--- config.mk ---
export PLATFORM = sky130hd
export DESIGN_NAME = pc_unit
export DESIGN_NICKNAME = d
export VERILOG_FILES = /design/src/rtl/pc_pkg.sv /design/src/rtl/return_addr_stack.sv /design/src/rtl/pc_unit.sv
export SDC_FILE = /design/constraint.sdc
export NUM_CORES = 1
export LEC_CHECK = 0
export ABC_AREA = 0
export CELL_PAD_IN_SITES_DETAIL_PLACEMENT = 1
export CELL_PAD_IN_SITES_GLOBAL_PLACEMENT = 1
export CORE_ASPECT_RATIO = 0.8
export CORE_MARGIN = 3
export CORE_UTILIZATION = 48
export DETAILED_ROUTE_END_ITERATION = 10
export DONT_BUFFER_PORTS = 1
export GPL_ROUTABILITY_DRIVEN = 1
export PLACE_DENSITY = 0.8
export SYNTH_ARGS = -nofsm -noshare
export SYNTH_HDL_FRONTEND = slang
export SYNTH_SLANG_ARGS = --single-unit
--- constraint.sdc ---
create_clock -name clk -period 6.6 [get_ports clk]
set_input_delay 0.66 -clock clk [delete_from_list [all_inputs] [get_ports clk]]
set_output_delay 0.66 -clock clk [all_outputs]
set_load 0.01 [all_outputs]
--- src/rtl/pc_pkg.sv ---
// Shared constants, next-PC select encoding and alignment helper for the fetch PC unit.
package pc_pkg;

  localparam int unsigned PC_INCR = 4;

  typedef enum logic [2:0] {
    NPC_REDIRECT,
    NPC_HOLD,
    NPC_RAS,
    NPC_CALL,
    NPC_SEQ
  } npc_sel_e;

  // Widest supported PC is 64 bits; callers truncate back to their own width.
  function automatic logic [63:0] align4(input logic [63:0] a);
    return {a[63:2], 2'b00};
  endfunction

endpackage

--- src/rtl/return_addr_stack.sv ---
// Circular return-address stack: push overwrites the oldest entry when full,
// and a simultaneous push+pop replaces the top entry in place.
module return_addr_stack #(
  parameter int unsigned DATA_WIDTH = 32,
  parameter int unsigned RAS_DEPTH  = 4
) (
  input  logic                           clk,
  input  logic                           rst,
  input  logic                           push,
  input  logic                           pop,
  input  logic [DATA_WIDTH-1:0]          push_data,
  output logic [DATA_WIDTH-1:0]          top,
  output logic [$clog2(RAS_DEPTH+1)-1:0] count,
  output logic                           empty
);

  localparam int unsigned PW = (RAS_DEPTH > 1) ? $clog2(RAS_DEPTH) : 1;
  localparam int unsigned CW = $clog2(RAS_DEPTH + 1);

  logic [DATA_WIDTH-1:0] r_mem [RAS_DEPTH];
  logic [PW-1:0]         r_wptr;
  logic [CW-1:0]         r_count;
  logic [PW-1:0]         w_top_ptr;
  logic [PW-1:0]         w_wptr_inc;

  // Explicit wrap so non-power-of-two depths stay modulo RAS_DEPTH.
  always_comb begin
    w_top_ptr  = (r_wptr == '0) ? PW'(RAS_DEPTH - 1) : r_wptr - 1'b1;
    w_wptr_inc = (r_wptr == PW'(RAS_DEPTH - 1)) ? '0 : r_wptr + 1'b1;
  end

  always_ff @(posedge clk or posedge rst) begin
    if (rst) begin
      r_wptr  <= '0;
      r_count <= '0;
      for (int unsigned i = 0; i < RAS_DEPTH; i++) r_mem[i] <= '0;
    end else if (push && pop && (r_count != '0)) begin
      r_mem[w_top_ptr] <= push_data;
    end else if (push) begin
      r_mem[r_wptr] <= push_data;
      r_wptr        <= w_wptr_inc;
      if (r_count != CW'(RAS_DEPTH)) r_count <= r_count + 1'b1;
    end else if (pop && (r_count != '0)) begin
      r_wptr  <= w_top_ptr;
      r_count <= r_count - 1'b1;
    end
  end

  assign top   = r_mem[w_top_ptr];
  assign count = r_count;
  assign empty = (r_count == '0);

endmodule

--- src/rtl/pc_unit.sv ---
// Fetch-stage PC register with redirect/stall priority and call/return
// prediction through an internal return-address stack.
module pc_unit
  import pc_pkg::*;
#(
  parameter int unsigned    DATA_WIDTH   = 32,
  parameter logic [DATA_WIDTH-1:0] RESET_VECTOR = '0,
  parameter int unsigned    RAS_DEPTH    = 4
) (
  input  logic                           clk,
  input  logic                           rst,
  input  logic                           Stall_i,
  input  logic                           RedirectEn_i,
  input  logic [DATA_WIDTH-1:0]          RedirectPC_i,
  input  logic                           CallF_i,
  input  logic                           RetF_i,
  input  logic [DATA_WIDTH-1:0]          JalTargetF_i,
  output logic [DATA_WIDTH-1:0]          PC_o,
  output logic [DATA_WIDTH-1:0]          PCPlus4_o,
  output logic [DATA_WIDTH-1:0]          PredPCNext_o,
  output logic                           PredTaken_o,
  output logic [$clog2(RAS_DEPTH+1)-1:0] RasCount_o
);

  function automatic logic [DATA_WIDTH-1:0] al(input logic [DATA_WIDTH-1:0] a);
    return DATA_WIDTH'(align4(64'(a)));
  endfunction

  logic [DATA_WIDTH-1:0] r_pc;
  logic [DATA_WIDTH-1:0] w_pc_plus4;
  logic [DATA_WIDTH-1:0] w_ras_top;
  logic [DATA_WIDTH-1:0] w_pred;
  logic [DATA_WIDTH-1:0] w_pc_next;
  logic                  w_ras_empty;
  logic                  w_ret_hit;
  logic                  w_push;
  logic                  w_pop;
  npc_sel_e              w_sel;

  assign w_pc_plus4 = r_pc + DATA_WIDTH'(PC_INCR);
  assign w_ret_hit  = RetF_i && !w_ras_empty;

  // Prediction ignores stall/redirect so it can travel with the instruction.
  always_comb begin
    w_pred = w_pc_plus4;
    if (w_ret_hit)    w_pred = al(w_ras_top);
    else if (CallF_i) w_pred = al(JalTargetF_i);
  end

  always_comb begin
    w_sel = NPC_SEQ;
    if (RedirectEn_i)   w_sel = NPC_REDIRECT;
    else if (Stall_i)   w_sel = NPC_HOLD;
    else if (w_ret_hit) w_sel = NPC_RAS;
    else if (CallF_i)   w_sel = NPC_CALL;
  end

  always_comb begin
    w_pc_next = w_pc_plus4;
    case (w_sel)
      NPC_REDIRECT: w_pc_next = al(RedirectPC_i);
      NPC_HOLD:     w_pc_next = r_pc;
      NPC_RAS:      w_pc_next = w_pred;
      NPC_CALL:     w_pc_next = w_pred;
      default:      w_pc_next = w_pc_plus4;
    endcase
  end

  assign w_push = (w_sel == NPC_RAS || w_sel == NPC_CALL) && CallF_i;
  assign w_pop  = (w_sel == NPC_RAS);

  always_ff @(posedge clk or posedge rst) begin
    if (rst) r_pc <= al(RESET_VECTOR);
    else     r_pc <= w_pc_next;
  end

  return_addr_stack #(
    .DATA_WIDTH (DATA_WIDTH),
    .RAS_DEPTH  (RAS_DEPTH)
  ) u_ras (
    .clk       (clk),
    .rst       (rst),
    .push      (w_push),
    .pop       (w_pop),
    .push_data (w_pc_plus4),
    .top       (w_ras_top),
    .count     (RasCount_o),
    .empty     (w_ras_empty)
  );

  assign PC_o         = r_pc;
  assign PCPlus4_o    = w_pc_plus4;
  assign PredPCNext_o = w_pred;
  assign PredTaken_o  = w_ret_hit || CallF_i;

endmodule

Word level (Yosys, flattened, before mapping)

Index checks and enable logic that the tools add are counted.

Output and inout port bits: 100
Logic and storage cells: 69
Memories kept: 0
Input bits: 70
Bits in latches: 0
Bits in writable memories: 0
Register bits: 165
ROM bits: 0

Bitwise operators: 3
Multipliers: 0
Reductions and logical operators: 19
$add $sub $neg: 5
Magnitude comparators: 4
Multiplexer cells: 25
Shift-type cells: 0
Equal/unequal tests: 6
Divide/modulo/power cells: 0

Operator list:

| cell                    | count |
|---|---|
| $bwmux W128             | 2 |
| $mux W128               | 2 |
| $mux W32                | 6 |
| $demux W32 S2           | 2 |
| $pmux W32 S3            | 1 |
| $bmux W32 S2            | 1 |
| $add A32 B3 Y32 const B | 1 |
| $mux W3                 | 7 |
| $mux W2                 | 4 |
| $logic_and A1 B1 Y1     | 7 |
| $eq A3 B2 Y1 const B    | 2 |
| $ge A3 B3 Y1 const B    | 2 |
| $logic_not A3 Y1        | 2 |
| $lt A3 B1 Y1 const B    | 2 |
| $not A2 Y3              | 2 |
| $reduce_bool A2 Y1      | 2 |
| $add A3 B1 Y3 const B   | 1 |
| $eq A3 B1 Y1 const B    | 1 |
| $ne A3 B3 Y1 const B    | 1 |
| $reduce_and A3 Y1       | 1 |
| $reduce_bool A3 Y1      | 1 |
| $sub A3 B1 Y3 const B   | 1 |
| $add A2 B1 Y2 const B   | 1 |
| $eq A2 B2 Y1 const B    | 1 |
| other kinds (8)         | 9 |

Logic depth before layout (Yosys ltp)

Depth after elaboration: 13
Depth in mapped cells: 9
Mapped depth without buffers: 8

By module

A second synthesis with hierarchy kept.

Cell total of the unflattened synthesis: 829
Area, all modules: 10067.2 sq um

Modules (own cells, without submodules):

| module            | seq. area each (sq um) | times used | cells each | area each (sq um) |
|---|---|---|---|---|
| return_addr_stack | 3328.2                 | 1          | 365        | 6591.3 |
| pc_unit           | 800.8                  | 1          | 464        | 3475.8 |

Least setup slack after synthesis

No wires, ideal clock.

Kind: flip-flop to output port
From: register u_ras.r_wptr[0]
To: output port PredPCNext_o[13]
Arrival time: 2.452 ns
Slack: 3.488 ns
Path buffers: 3
Required time: 5.940 ns
Stages on the path, launching flop included: 9
Cells stage by stage: dfrtp_1 -> inv_1 -> ha_1 -> clkbuf_1 -> buf_2 -> buf_2 -> mux4_2 -> o21ai_0 -> a21oi_1

Word-level cells in the longest chain between the ends: 7
Elaborated cells between the ends (all ways): 8
Those cells by class: 1 x add/sub; 5 x mux; 1 x bitwise; 1 x reduce/logical

Ends and longest elaborated chain:

| what                                                     | line                    | RTL |
|---|---|---|
| start: declaration                                       | return_addr_stack.sv:21 | `logic [PW-1:0] r_wptr;` |
| start signal: assignment                                 | return_addr_stack.sv:41 | `r_wptr <= w_wptr_inc;` |
| start signal: assignment                                 | return_addr_stack.sv:44 | `r_wptr <= w_top_ptr;` |
| $sub A2 B1 Y2 / $logic_not A2 Y1 (equally long branches) | return_addr_stack.sv:28 | `w_top_ptr = (r_wptr == '0) ? PW'(RAS_DEPTH - 1) : r_wptr - 1'b1;` |
| $mux W2 (*)                                              | return_addr_stack.sv:28 |  |
| $not A2 Y3 (implied by the code) (*)                     | return_addr_stack.sv:49 | `assign top = r_mem[w_top_ptr];` |
| $bmux W32 S2 (*)                                         | return_addr_stack.sv:49 |  |
| $mux W32 (implied by the code) (*) (2 in a row)          | return_addr_stack.sv:49 |  |
| $mux W32 (*)                                             | pc_unit.sv:46           | `if (w_ret_hit) w_pred = al(w_ras_top);` |
| end: declaration                                         | pc_unit.sv:20           | `output logic [DATA_WIDTH-1:0] PredPCNext_o,` |

Every way passes the cells marked *; elsewhere a longest branch is shown, timed or not. The select of a mux whose other input is x is not followed.

Worst setup path in the final report

From: register r_pc[2], in the netlist PC_o[2]
To: output port PredPCNext_o[24]

Word-level cells in the longest chain between the ends: 3

Ends and longest elaborated chain:

| what                     | line          | RTL |
|---|---|---|
| start: declaration       | pc_unit.sv:29 | `logic [DATA_WIDTH-1:0] r_pc;` |
| start signal: assignment | pc_unit.sv:73 | `if (rst) r_pc <= al(RESET_VECTOR);` |
| start signal: assignment | pc_unit.sv:74 | `else r_pc <= w_pc_next;` |
| $add A32 B3 Y32          | pc_unit.sv:40 | `assign w_pc_plus4 = r_pc + DATA_WIDTH'(PC_INCR);` |
| $mux W32                 | pc_unit.sv:47 | `else if (CallF_i) w_pred = al(JalTargetF_i);` |
| $mux W32                 | pc_unit.sv:46 |  |

Every way passes these cells.

==> flow_metrics.py <==
metrics = {
    "global_routing": {
        "grt_max_degree": 86,
        "track_usage": 0.3135,
        "grt_remaining_overflow": 0,
        "grt_pass1_wl_mm": 47.84,
        "antenna_found_initial": 0,
        "first_global_vias": 7969,
    },
    "route": {
        "routedWlPerCell_um": 26.70,
        "wl_mm": 31.16,
        "drc_errors": 0,
        "via_per_inst": 6.652,
        "drt-initial-drc-count": 709,
        "vias": 7763,
        "ant_nets": 0,
        "dr.pass1.iters": 5,
    },
    "clock_tree": {
        "cts_sinks": 157,
        "htreeDepth": 4,
        "clockRootBuffer": "clkbuf_16",
        "clock_path_buffers": 2,
        "cts_resized": 0,
        "cts_inserted_buffers": 17,
        "hold_buffers": 0,
        "insertion_delay_ns": 0.43,
        "cts_setup_buffers": 0,
        "cts_tree": "built",
        "clk_pin_slew_ns": 0.07,
    },
    "die": {
        "die-width_um": 157.4,
        "initial_utilization": 0.4987,
        "io_pins": 170,
        "die_h_um": 127.1,
        "core_area_mm2": 0.01765,
        "rows": 43,
        "dieArea_mm2": 0.02000,
    },
    "logic_synthesis": {
        "synth_compound_area_frac": 0.1915,
        "avgSynthCellArea_um2": 9.100,
        "ys_seq_area_frac": 0.4465,
        "synth_cell_types": 64,
        "synthArstFlopShare": 1.000,
        "ys_dominant_reg_cell": "dfrtp_1",
        "synth_mux_area_frac": 0.09356,
        "synth-warning-count": 0,
        "synthCells": 967,
        "synth_xor_area_frac": 0.03285,
        "synth_top_family_by_area": "compound AO/OA/AOI/OAI gates",
        "synth-seq-cells": 157,
        "syn_nets": 1047,
        "synth-edff-count": 0,
        "netlist_area_mm2": 0.008800,
        "synthAdderAreaFrac": 0.01422,
        "synth_simple_gate_area_share": 0.1671,
    },
    "timing": {
        "period_minus_slack_ns": 4.150,
        "slew_headroom": 0.2762,
        "finalHoldViolCount": 0,
        "slew_violations": 0,
        "worst_pin_slew_ns": 1.078,
        "rsz0062_at_grt": "false",
        "period_share": 0.6288,
        "finalSetupViolations": 0,
        "fmax_ghz": 0.2409,
        "tns_ns": 0,
        "clock_skew_ns": 0.01489,
        "worst_slack_ns": 2.450,
    },
    "finish": {
        "drive_gt1_frac": 0.1115,
        "syn2layout_area_growth_pct": 8.375,
        "fin_nets": 1009,
        "antenna_cells": 0,
        "fin_area_mm2": 0.009537,
        "num-fill-cells": 2017,
    },
    "worst_setup_path": {
        "slowest_stage": "nor3_1",
        "arrival_ns": 3.49,
        "worstSetupEndpointType": "output pin",
        "path_cells": "ha_1 -> nand4_1 -> nor3_1 -> nand3_1 -> xor2_1 -> a21oi_1",
        "critPathTopFamily": "simple AND/OR/NAND/NOR gates",
        "crit_required_ns": 5.94,
        "critPathBufInv": 0,
        "critPathKind": "flip-flop to output pin",
        "cp_max_fo": 8,
        "max_stage_delay_ns": 0.70,
        "critPathLaunchType": "flip-flop",
    },
    "placement": {
        "dp_slack_ns": 2.996,
        "post_dp_cell_area_mm2": 0.008971,
        "port-buffer-count": 0,
        "dpl.hpwl_mm": 20.95,
        "gp_congestion": 0.9058,
    },
    "hold_path": {
        "min_path_type": "input pin to asynchronous set/reset pin",
    },
    "power_and_ir_drop": {
        "ir_drop_uv": 208.0,
        "power_density_mw_per_mm2": 511.8,
        "power.leakage_nw": 3.874,
        "p_total_w": 0.004881,
    },
    "run": {
        "max_cap_viol_count": 0,
    },
    "outcome": {
        "status": "finished clean",
    },
}
area by class of cell:
class | instances | area (µm²) | share of cell area
well taps | 225 | 281.5 | 0.02952
repair buffers | 15 | 112.6 | 0.01181
flip-flops and latches | 157 | 3929 | 0.4120
multi-input cells | 690 | 4463 | 0.4680
inverters | 48 | 185.2 | 0.01942
clock inverters | 12 | 98.84 | 0.01036
clock buffers | 20 | 466.7 | 0.04894
layer usage:
layer | vias to the layer above | wire length [µm] | track usage
met1 | 3979 | 12970 | 0.4365
met3 | 57 | 2869 | 0.08331
met2 | 372 | 14520 | 0.4808
met4 | 0 | 804 | 0.1046
li1 | 3355 | - | -
met5 | - | 0 | 0
Yosys cell counts, drive strengths merged (3+ instances only):
master / n / area [µm²]
nand3: 19 / 95.09
nand4: 9 / 71.32
a21oi: 152 / 760.7
mux2i: 8 / 80.08
clkbuf: 48 / 182.7
a31oi: 8 / 50.05
mux4: 30 / 675.7
and4: 6 / 52.55
o211ai: 6 / 45.04
and3: 10 / 62.56
dfrtp: 157 / 3929
or3: 14 / 87.58
mux2: 6 / 67.56
a22oi: 3 / 22.52
xor2: 11 / 96.34
buf: 24 / 115.1
a221oi: 11 / 96.34
o311ai: 3 / 26.28
inv: 47 / 176.4
and2: 3 / 18.77
nor4: 7 / 43.79
nand2: 74 / 277.8
o21ai: 39 / 195.2
ha: 10 / 125.1
o22ai: 14 / 87.58
o31a: 3 / 26.28
a211o: 5 / 43.79
o31ai: 3 / 22.52
o21a: 8 / 60.06
nand2b: 3 / 18.77
nor3: 14 / 75.07
nor2b: 8 / 50.05
a21o: 4 / 30.03
nor2: 149 / 559.3
xnor2: 19 / 192.7
cells in the final DEF, fill, tap and decap left out, types with 14 or more instances in the layout:
| cell type | count |
|---|---|
| a21oi_1 | 148 |
| buf_4 | 15 |
| clkbuf_16 | 17 |
| dfrtp_1 | 157 |
| inv_1 | 46 |
| mux4_2 | 30 |
| nand2_1 | 74 |
| nand3_1 | 19 |
| nor2_1 | 149 |
| o21ai_0 | 38 |
| o22ai_1 | 14 |
| or3_1 | 14 |
| xnor2_1 | 17 |
stage by stage:
stage,hold WS (ns),utilization,std cells
2_1_floorplan,0.4751,-,967
3_3_place_gp,0.4896,0.5084,1135
3_5_place_dp,0.5016,0.5084,1135
4_1_cts,0.2739,0.5404,1167
5_1_grt,0.2733,0.5404,1167
6_report,0.2250,0.5404,1167
cell families after synthesis:
group | count (synthesis)
buf+inv | 120
fa+ha+maj | 10
compound gates | 283
simple gates | 323
xor+xnor | 30
mux | 44
flops | 157
registers in the layout, indices dropped and copies added (netlist names):
signal and cells:
u_ras.count 3, u_ras.r_mem 120, u_ras.r_wptr 2, PC_o 32
power by group:
| part | internal (W) | switching, W | total (W) |
|---|---|---|---|
| Clock | 0.000522 | 0.000440 | 0.000961 |
| Sequential | 0.00140 | 0.000411 | 0.00181 |
| Combinational | 0.000836 | 0.00128 | 0.00211 |
| Total | 0.00275 | 0.00213 | 0.00488 |
worst paths after layout:
kind                                 start  depth (start not counted)  slack, ns               end
min                                    rst                          1       0.22   u_ras.r_mem[36]
max                                PC_o[2]                          6       2.45  PredPCNext_o[24]
min reg2reg                 u_ras.r_mem[3]                          1       0.52    u_ras.r_mem[3]
max in group asynchronous              rst                          2       4.92   u_ras.r_mem[95]
max reg2reg                u_ras.r_wptr[0]                          7       3.17          PC_o[20]
min in group clk                   CallF_i                          1       0.35   u_ras.r_wptr[1]
(Power assumes the default switching activity.)
